## src/rtl/ad7864_seq_ctrl.sv

```systemverilog
// AD7864 sample scheduler and readout sequencer: periodic conversion start, CS/RD
// word readout of all channels, and frame hand-off to the DSP over valid/ack.
module ad7864_seq_ctrl #(
    parameter int unsigned N_CH     = 4,
    parameter int unsigned DATA_W   = 12,
    parameter int unsigned DIV_W    = 16,
    parameter int unsigned CONV_LOW = 2,
    parameter int unsigned RD_LOW   = 2,
    parameter int unsigned RD_HIGH  = 1,
    parameter int unsigned TIMEOUT  = 255
) (
    input  logic                   clkin,
    input  logic                   rst_n,
    input  logic                   enable,
    input  logic [DIV_W-1:0]       sample_div,
    output logic                   conv_bar,
    input  logic                   drv_db_rdy,
    input  logic [DATA_W-1:0]      ad_db,
    output logic                   ad_cs_bar,
    output logic                   ad_rd_bar,
    output logic [N_CH*DATA_W-1:0] frm_data,
    output logic                   frm_valid,
    input  logic                   frm_ack,
    output logic                   busy,
    output logic                   overrun,
    output logic                   missed_tick,
    output logic                   timeout_err,
    input  logic                   err_clr
);

    localparam int unsigned CycW = 16;
    localparam int unsigned ChW  = (N_CH > 1) ? $clog2(N_CH) : 1;

    typedef enum logic [2:0] {
        StIdle,
        StConv,
        StWaitRdy,
        StRdL,
        StRdH,
        StDone
    } state_e;

    state_e                         state_q, state_d;
    logic [CycW-1:0]                cyc_q, cyc_d;
    logic [ChW-1:0]                 ch_q, ch_d;
    logic [DIV_W-1:0]               cnt_q, cnt_d;
    logic [N_CH-1:0][DATA_W-1:0]    cap_q;
    logic [N_CH*DATA_W-1:0]         frm_data_q, frm_data_d;
    logic                           frm_valid_q, frm_valid_d;
    logic                           conv_bar_q, conv_bar_d;
    logic                           cs_bar_q, cs_bar_d;
    logic                           rd_bar_q, rd_bar_d;
    logic                           overrun_q, overrun_d;
    logic                           missed_q, missed_d;
    logic                           timeout_q, timeout_d;
    logic                           tick;
    logic                           to_evt;
    logic                           cap_en;
    logic                           publish;

    // Divider idles at zero so the first tick follows enable immediately.
    assign tick = enable && (cnt_q == '0);

    always_comb begin
        cnt_d = cnt_q;
        if (!enable) begin
            cnt_d = '0;
        end else if (cnt_q == '0) begin
            cnt_d = sample_div;
        end else begin
            cnt_d = cnt_q - DIV_W'(1);
        end
    end

    // State register
    always_ff @(posedge clkin or negedge rst_n) begin
        if (!rst_n) begin
            state_q <= StIdle;
            cyc_q   <= '0;
            ch_q    <= '0;
        end else begin
            state_q <= state_d;
            cyc_q   <= cyc_d;
            ch_q    <= ch_d;
        end
    end

    // Next-state logic
    always_comb begin
        state_d = state_q;
        cyc_d   = cyc_q;
        ch_d    = ch_q;
        to_evt  = 1'b0;
        unique case (state_q)
            StIdle: begin
                if (tick) begin
                    state_d = StConv;
                    cyc_d   = '0;
                end
            end
            StConv: begin
                if (cyc_q == CycW'(CONV_LOW - 1)) begin
                    state_d = StWaitRdy;
                    cyc_d   = '0;
                end else begin
                    cyc_d = cyc_q + CycW'(1);
                end
            end
            StWaitRdy: begin
                if (drv_db_rdy) begin
                    state_d = StRdL;
                    cyc_d   = '0;
                    ch_d    = '0;
                end else if (cyc_q == CycW'(TIMEOUT - 1)) begin
                    state_d = StIdle;
                    cyc_d   = '0;
                    to_evt  = 1'b1;
                end else begin
                    cyc_d = cyc_q + CycW'(1);
                end
            end
            StRdL: begin
                if (cyc_q == CycW'(RD_LOW - 1)) begin
                    state_d = StRdH;
                    cyc_d   = '0;
                end else begin
                    cyc_d = cyc_q + CycW'(1);
                end
            end
            StRdH: begin
                if (cyc_q == CycW'(RD_HIGH - 1)) begin
                    cyc_d = '0;
                    if (ch_q == ChW'(N_CH - 1)) begin
                        state_d = StDone;
                    end else begin
                        ch_d    = ch_q + ChW'(1);
                        state_d = StRdL;
                    end
                end else begin
                    cyc_d = cyc_q + CycW'(1);
                end
            end
            StDone: begin
                state_d = StIdle;
            end
            default: begin
                state_d = StIdle;
            end
        endcase
    end

    // Strobes decode from the next state so the registered pins change with the state.
    always_comb begin
        conv_bar_d = (state_d != StConv);
        cs_bar_d   = !((state_d == StRdL) || (state_d == StRdH));
        rd_bar_d   = (state_d != StRdL);
        busy       = (state_q != StIdle);
    end

    assign cap_en  = (state_q == StRdL) && (cyc_q == CycW'(RD_LOW - 1));
    assign publish = (state_q == StDone);

    always_comb begin
        frm_data_d  = frm_data_q;
        frm_valid_d = frm_valid_q;
        if (publish) begin
            frm_data_d  = cap_q;
            frm_valid_d = 1'b1;
        end else if (frm_ack && frm_valid_q) begin
            frm_valid_d = 1'b0;
        end

        // Set beats clear when both land in the same cycle.
        overrun_d = err_clr ? 1'b0 : overrun_q;
        missed_d  = err_clr ? 1'b0 : missed_q;
        timeout_d = err_clr ? 1'b0 : timeout_q;
        if (publish && frm_valid_q && !frm_ack) begin
            overrun_d = 1'b1;
        end
        if (tick && (state_q != StIdle)) begin
            missed_d = 1'b1;
        end
        if (to_evt) begin
            timeout_d = 1'b1;
        end
    end

    always_ff @(posedge clkin or negedge rst_n) begin
        if (!rst_n) begin
            cnt_q       <= '0;
            cap_q       <= '0;
            frm_data_q  <= '0;
            frm_valid_q <= 1'b0;
            conv_bar_q  <= 1'b1;
            cs_bar_q    <= 1'b1;
            rd_bar_q    <= 1'b1;
            overrun_q   <= 1'b0;
            missed_q    <= 1'b0;
            timeout_q   <= 1'b0;
        end else begin
            cnt_q       <= cnt_d;
            if (cap_en) begin
                cap_q[ch_q] <= ad_db;
            end
            frm_data_q  <= frm_data_d;
            frm_valid_q <= frm_valid_d;
            conv_bar_q  <= conv_bar_d;
            cs_bar_q    <= cs_bar_d;
            rd_bar_q    <= rd_bar_d;
            overrun_q   <= overrun_d;
            missed_q    <= missed_d;
            timeout_q   <= timeout_d;
        end
    end

    assign conv_bar    = conv_bar_q;
    assign ad_cs_bar   = cs_bar_q;
    assign ad_rd_bar   = rd_bar_q;
    assign frm_data    = frm_data_q;
    assign frm_valid   = frm_valid_q;
    assign overrun     = overrun_q;
    assign missed_tick = missed_q;
    assign timeout_err = timeout_q;

endmodule

```

## config.mk

```make
export PLATFORM = sky130hd
export DESIGN_NAME = ad7864_seq_ctrl
export DESIGN_NICKNAME = d
export VERILOG_FILES = /design/src/rtl/ad7864_seq_ctrl.sv
export SDC_FILE = /design/constraint.sdc
export NUM_CORES = 1
export LEC_CHECK = 0
export BUFFER_PORTS_ARGS = -buffer_cell sky130_fd_sc_hd__clkbuf_2
export CELL_PAD_IN_SITES_DETAIL_PLACEMENT = 1
export CELL_PAD_IN_SITES_GLOBAL_PLACEMENT = 1
export CORE_ASPECT_RATIO = 0.5
export CORE_MARGIN = 2
export CORE_UTILIZATION = 30
export CTS_BUF_LIST = sky130_fd_sc_hd__clkbuf_4 sky130_fd_sc_hd__clkbuf_8
export CTS_CLUSTER_SIZE = 16
export DETAILED_ROUTE_END_ITERATION = 8
export PLACE_DENSITY = 0.62
export SYNTH_ARGS = -nofsm -noshare
export SYNTH_HDL_FRONTEND = slang
export SYNTH_SLANG_ARGS = --single-unit
```

## constraint.sdc

```tcl
create_clock -name clkin -period 2.5 [get_ports clkin]
set_input_delay 0.5 -clock clkin [delete_from_list [all_inputs] [get_ports clkin]]
set_output_delay 0.5 -clock clkin [all_outputs]
set_load 0.03 [all_outputs]
```

Yosys cells after proc, flatten, opt, wreduce, memory -nomap -nowiden
Index checks and enable logic that the tools add are counted.
{ "op_classes": {"n_div": 0, "n_mux": 32, "shift": 0, "reduce_logical": 23, "bitwise_logic": 0, "multipliers": 0, "n_addsub": 3, "n_lt_le_gt_ge": 2, "n_eq_ne": 16} }
{ "op_table": {"columns": ["cell", "n"], "rows": [
  ["two-way mux 16 bit", 7],
  ["one-hot mux 16 bit (4 select lines)", 1],
  ["bitwise mux 48 bit", 1],
  ["zero test 16 bit", 2],
  ["demux 12 bit (select 2 bit)", 1],
  ["two-way mux 3 bit", 7],
  ["adder 16 x 1 -> 16 bit, second input constant", 1],
  ["equality test 16 x 1 -> 1 bit, second input constant", 1],
  ["equality test 16 x 8 -> 1 bit, second input constant", 1],
  ["subtractor 16 x 1 -> 16 bit, second input constant", 1],
  ["one-hot mux 3 bit (5 select lines)", 1],
  ["two-way mux 12 bit", 1],
  ["nonzero test 2 bit", 5],
  ["equality test 3 x 2 -> 1 bit, second input constant", 3],
  ["equality test 3 bit, second input constant", 3],
  ["two-way mux 1 bit", 9],
  ["inequality test 2 bit, second input constant", 4],
  ["logical AND 1 bit", 7],
  ["two-way mux 2 bit", 3],
  ["one-hot mux 2 bit (2 select lines)", 1],
  ["AND reduction 4 bit", 1],
  ["nonzero test 4 bit", 1],
  ["equality test 3 x 1 -> 1 bit, second input constant", 1],
  ["zero test 3 bit", 1],
  ["other kinds (11)", 12]
]} }
{ "totals": {"mem_bits_rw": 0, "in_bits": 34, "wordCells": 92, "regBits": 140, "output_inout_bits": 56, "latchBits": 0, "mem_bits_ro": 0, "n_memories": 0} }

Depth between registers and ports, before layout
{ "depth": {"depth_word": 7, "ltp_mapped": 8, "ltp_nobuf": 7} }

Least setup slack after synthesis
No wires, ideal clock.
{ "synth_timing": {"path_type": "register to register", "startpoint": "reg cyc_q[8]", "endpoint": "reg cap_q[10] (netlist name)", "synth_period_minus_slack_ps": 2131, "required_ps": 2375, "t_arrival_ps": 2006, "path_slack_ps": 369, "path_buffers": 1, "setup_ps": 125, "path_stages_with_launch": 7, "cell_sequence": "dfrtp_1 -> nor4_4 -> nand4_2 -> nor4_4 -> nand2_4 -> buf_6 -> mux2_4"} }
{ "synth_via": {"elab_chain_len": 2} }
{ "synth_lines": {"columns": ["item", "line_no", "source"], "rows": [
  ["start, declared", "44", "logic [CycW-1:0] cyc_q, cyc_d;"],
  ["start signal, assigned", "83", "cyc_q <= cyc_d;"],
  ["equality test 16 x 1 -> 1 bit", "160", "assign cap_en = (state_q == StRdL) && (cyc_q == CycW'(RD_LOW - 1));"],
  ["logical AND 1 bit", "160", null],
  ["end signal, assigned", "191", "cap_q <= '0;"],
  ["end signal, assigned by index", "203", "cap_q[ch_q] <= ad_db;"],
  ["end, declared", "47", "logic [N_CH-1:0][DATA_W-1:0] cap_q;"]
]} }
No other way between the ends.
A chain may end at the register's enable or synchronous reset.

Final worst setup path
{ "layout_timing": {"startpoint": "reg cyc_q[0]", "endpoint": "reg cyc_q[7]"} }
{ "layout_via": {"elab_chain_len": 4, "elab_cells_between_ends": 9, "classes_between": "add/sub: 1; eq/ne: 2; mux: 5; reduce/logical: 1"} }
{ "layout_lines": {"columns": ["item", "line_no", "source"], "rows": [
  ["adder 16 x 1 -> 16 bit / equality test 16 x 8 -> 1 bit (equally long branches)", null, null],
  ["two-way mux 16 bit", "114", "end else if (cyc_q == CycW'(TIMEOUT - 1)) begin"],
  ["two-way mux 16 bit", "110", "if (drv_db_rdy) begin"],
  ["one-hot mux 16 bit (4 select lines) (*)", "94", "unique case (state_q)"]
]} }
Every way passes the cells marked *; elsewhere a longest branch is shown, timed or not.

==> summary.md <==
The logs give 0 for the number of antenna violations at the first check in global routing and 0.551 for the share of the yosys chip area belonging to registers. The run gives 0.369 as the final core utilization. Setup repair after global routing left no endpoint under its margin. The share of async-settable or async-resettable flops after synthesis was 1.00. The clock root buffer was clkbuf_8.

The tools report the first-iteration detailed-routing DRC count as 150. Between clock sinks in the finished design, the worst skew comes to 0.0265 ns. The final cycle utilization of the critical path works out to 0.870.

The critical path crosses 8 cells after its start point. The run finished with clean final reports. The chip height was 107 um. After detailed routing, the number of remaining DRC violations is 0.

Area fraction in compound gates after synthesis: 0.0757. Slew at the pin with the worst max-slew slack: 0.693 ns. The first global-routing pass estimated 25.1 mm of wire.

The worst relative slew slack came out at 0.534. The run gives 460 MHz as the fmax. The tools report the number of levels the H-tree was split into as 4. The class of the tightest hold or removal check is input port to asynchronous set/reset pin. The critical path is of the flop to flop type.

Data on the critical path is required at its endpoint by 2.81 ns. The post-synthesis share of cell area spent on full adders, half adders and majority gates is 0.0197. The area of placed instances is 7210 sq um.

During I/O placement, the number of pins put on the boundary was 90. Summed over all cells, the static leakage comes to 3.57 nW. The logs give 0.142 for the overall fraction of global-route tracks in use and 535 for the synthesized netlist net count. Before antenna repair, the detailed router went through 4 iterations.

The kind of start point of the critical path is a flop. Summed over all layers, the global routing overflow is 0. The highest net fanout along the worst path was 14. The family with the most delay on the worst path was compound AO/OA/AOI/OAI gates. The logs give 310 uV for the worst-case vdd ir drop and 4,218 for the total vias in the final route. The count of nets left with antenna violations once routing finished came out at 0. For the yosys synthesis warning count, the log shows 0.

The initial core utilization is 0.308. After synthesis, the largest family of logic cells by area is multiplexers. The clock latency on the worst-skew pair was 0.45 ns; the ratio of cells with drive above 1 in the final layout was 0.417. Subtracting the final worst setup slack from the clock period gives 2.17 ns.

The area share of the largest cell type after synthesis was 0.539. Yosys mapped a number of flops with a built-in enable equal to 0. For the number of slew-limit violations in the final report, the log shows 0.

The number of distinct library cells after synthesis was 49. Final weighted congestion of routability-driven global placement: 0.791. The biggest area contributor in the post-synthesis netlist is dfrtp_1. The CTS buffer count is 17, and the detailed-route wire length per cell is 16.9 um. Summing every instance area after synthesis gives 6370 sq um. In the post-synthesis netlist, the biggest area contributors are dfrtp_1, mux2_2, mux2_4. The die is 210 um wide. Setup violations remaining at the end of the flow were counted as 0. The flip-flop cell with the highest count after synthesis is dfrtp_1. The slowest stage cell on the critical path was dfrtp_1. The buffering stage count on the worst path with inverters included is 2. In this run the core area contains 37 standard-cell rows.

In this run, post-CTS repair resized a total of 0 instances. The data arrival at the endpoint of the critical path was 2.48 ns; the synthesized-area fraction occupied by xor and xnor cells was 0.0206. After synthesis the netlist holds a flip-flop and latch count of 140. The logs give 10.3 mm for the final HPWL from detailed placement and 0 ns for the setup TNS after final layout. The die covers 22,500 sq um. The mean area per synthesized cell works out to 13.0 sq um. The logs give 0 for the hold buffer count at CTS and 4,727 for the number of global-route vias before repair. The synthesized-area fraction occupied by and/or/nand/nor cells was 0.110. For the filler cell count, the log shows 2,247. Power comes to 9.58 mW. Buffers added to address setup during post-CTS repair amount to 0. Layout net count: 640. Entering global routing, the biggest net connects 58 pins. The clock drives 140 sinks. Dividing the detail-routed via count by the number of cells gives 4.78. The number of maximum-capacitance violations was 0. The number of hold violations in the final report was 0; the critical path's largest stage delay was 0.46 ns. The core region is 20,700 sq um. The routed design has 14.9 mm of wire.

Clock transition at the registers of the reported paths: 0.09 ns. The run gives 7640 sq um as the final non-filler cell area. Traced cell by cell, the critical path runs through inv_1 > ha_1 > nor3b_1 > nand4_1 > a22o_1 > buf_4 > o21ai_0 > o211ai_1. Input and output buffers added on the ports amount to 89. For the synthesized instance count, the log shows 491. TritonCTS built the clock tree.

The synthesis-to-layout area growth works out to 20.0%. The kind of capture point of the worst setup path is a flop. The share of synthesized area spent on multiplexers is 0.197, and the power density over the cells is 1250 nW/um^2. 0 antenna diodes ended up in the layout. The worst-case clock buffer depth is 2, and the number of cells on the worst reg-to-reg path is 8.
[placed cells by master (no fill, tap or decap), types with 9 or more instances in the layout]
| master | synthesis | final |
|---|---|---|
| clkbuf_2 | 0 | 88 |
| o21ai_0 | 30 | 30 |
| buf_4 | 0 | 15 |
| mux2_2 | 57 | 57 |
| xor2_1 | 9 | 9 |
| mux2_4 | 40 | 40 |
| a211oi_1 | 13 | 13 |
| inv_1 | 15 | 15 |
| clkbuf_8 | 0 | 17 |
| nor2_1 | 29 | 29 |
| nand2_1 | 23 | 23 |
| dfrtp_1 | 137 | 137 |
| ha_1 | 10 | 10 |
[metal layers]
metal / vias up / part of all wire / GRT usage
li1: 1976 / - / -
met1: 2187 / 0.48 / 0.184
met2: 42 / 0.48 / 0.241
met3: 13 / 0.022 / 0.0290
met4: 0 / 0.014 / 0.0456
met5: - / 0 / 0
[power by group]
part	internal, mW	switching, mW	leakage, nW	total [mW]
combinational	1.61	2.26	1.65	3.87
sequential	3.16	0.607	1.71	3.76
clock	0.939	1.01	0.212	1.95
total	5.71	3.88	3.57	9.58
[final timing paths]
check / end / startpoint / slack [ns]
max reg2reg: cyc_q[7] / cyc_q[0] / 0.33
max: cyc_q[7] / cyc_q[0] / 0.33
max in group asynchronous: frm_data[15] / rst_n / 1.73
min: cyc_q[4] / rst_n / 0.02
min reg2reg: cnt_q[15] / cnt_q[15] / 0.49
min in group clkin: timeout_err / err_clr / 0.30
[metrics by stage]
stage	hold WS (ns)	setup WS (ns)	cells
after detailed placement	0.475	0.351	850
after floorplan	0.204	0.369	491
after global placement	0.461	0.398	850
after global routing	0.0302	0.0491	882
after CTS	0.0215	0.312	882
final	0.0231	0.326	882
[logic make-up (layout without fill, tap and decap cells)]
| family | Yosys count | in the layout |
|---|---|---|
| flip-flops | 140 | 140 |
| AND/OR/NAND/NOR | 117 | 117 |
| multiplexers | 98 | 98 |
| AO/OA/AOI/OAI | 75 | 75 |
| buffers and inverters | 36 | 154 |
| XOR/XNOR | 15 | 15 |
| adder cells (fa/ha/maj) | 10 | 10 |
[flip-flops by register name, indices dropped and copies added (netlist names)]
signal	count
cyc_q	16
cap_q	48
cnt_q	16
ad_cs_bar	1
overrun	1
state_q	3
frm_data	48
ad_rd_bar	1
frm_valid	1
conv_bar	1
ch_q	2
timeout_err	1
missed_tick	1
[Yosys cell counts (all sizes together) (2+ instances only)]
library cell	n
nand2b	5
nor3b	4
mux2	97
o31ai	2
a311oi	2
o22ai	7
clkbuf	11
ha	10
nor2b	4
dfrtp	137
nor2	29
nand3	9
dfstp	3
buf	9
o21ai	30
o32ai	2
nand4	7
o21a	2
a22oi	2
xor2	9
xnor2	6
nor3	7
nand2	27
and4	3
inv	15
o21bai	2
a211oi	13
or2	2
or3	4
and2	3
o211ai	5
a21oi	3
nor4	10
[final cells by class]
cell class | count | area (sq um) | share of cell area
Sequential cell | 140 | 3510 | 0.459
Timing Repair Buffer | 106 | 604 | 0.0791
Clock inverter | 15 | 193 | 0.0252
Inverter | 16 | 60.1 | 0.00786
Clock buffer | 17 | 234 | 0.0306
Multi-Input combinational cell | 315 | 2700 | 0.353
Tap cell | 273 | 342 | 0.0447
Power figures use the tool's default switching activity.
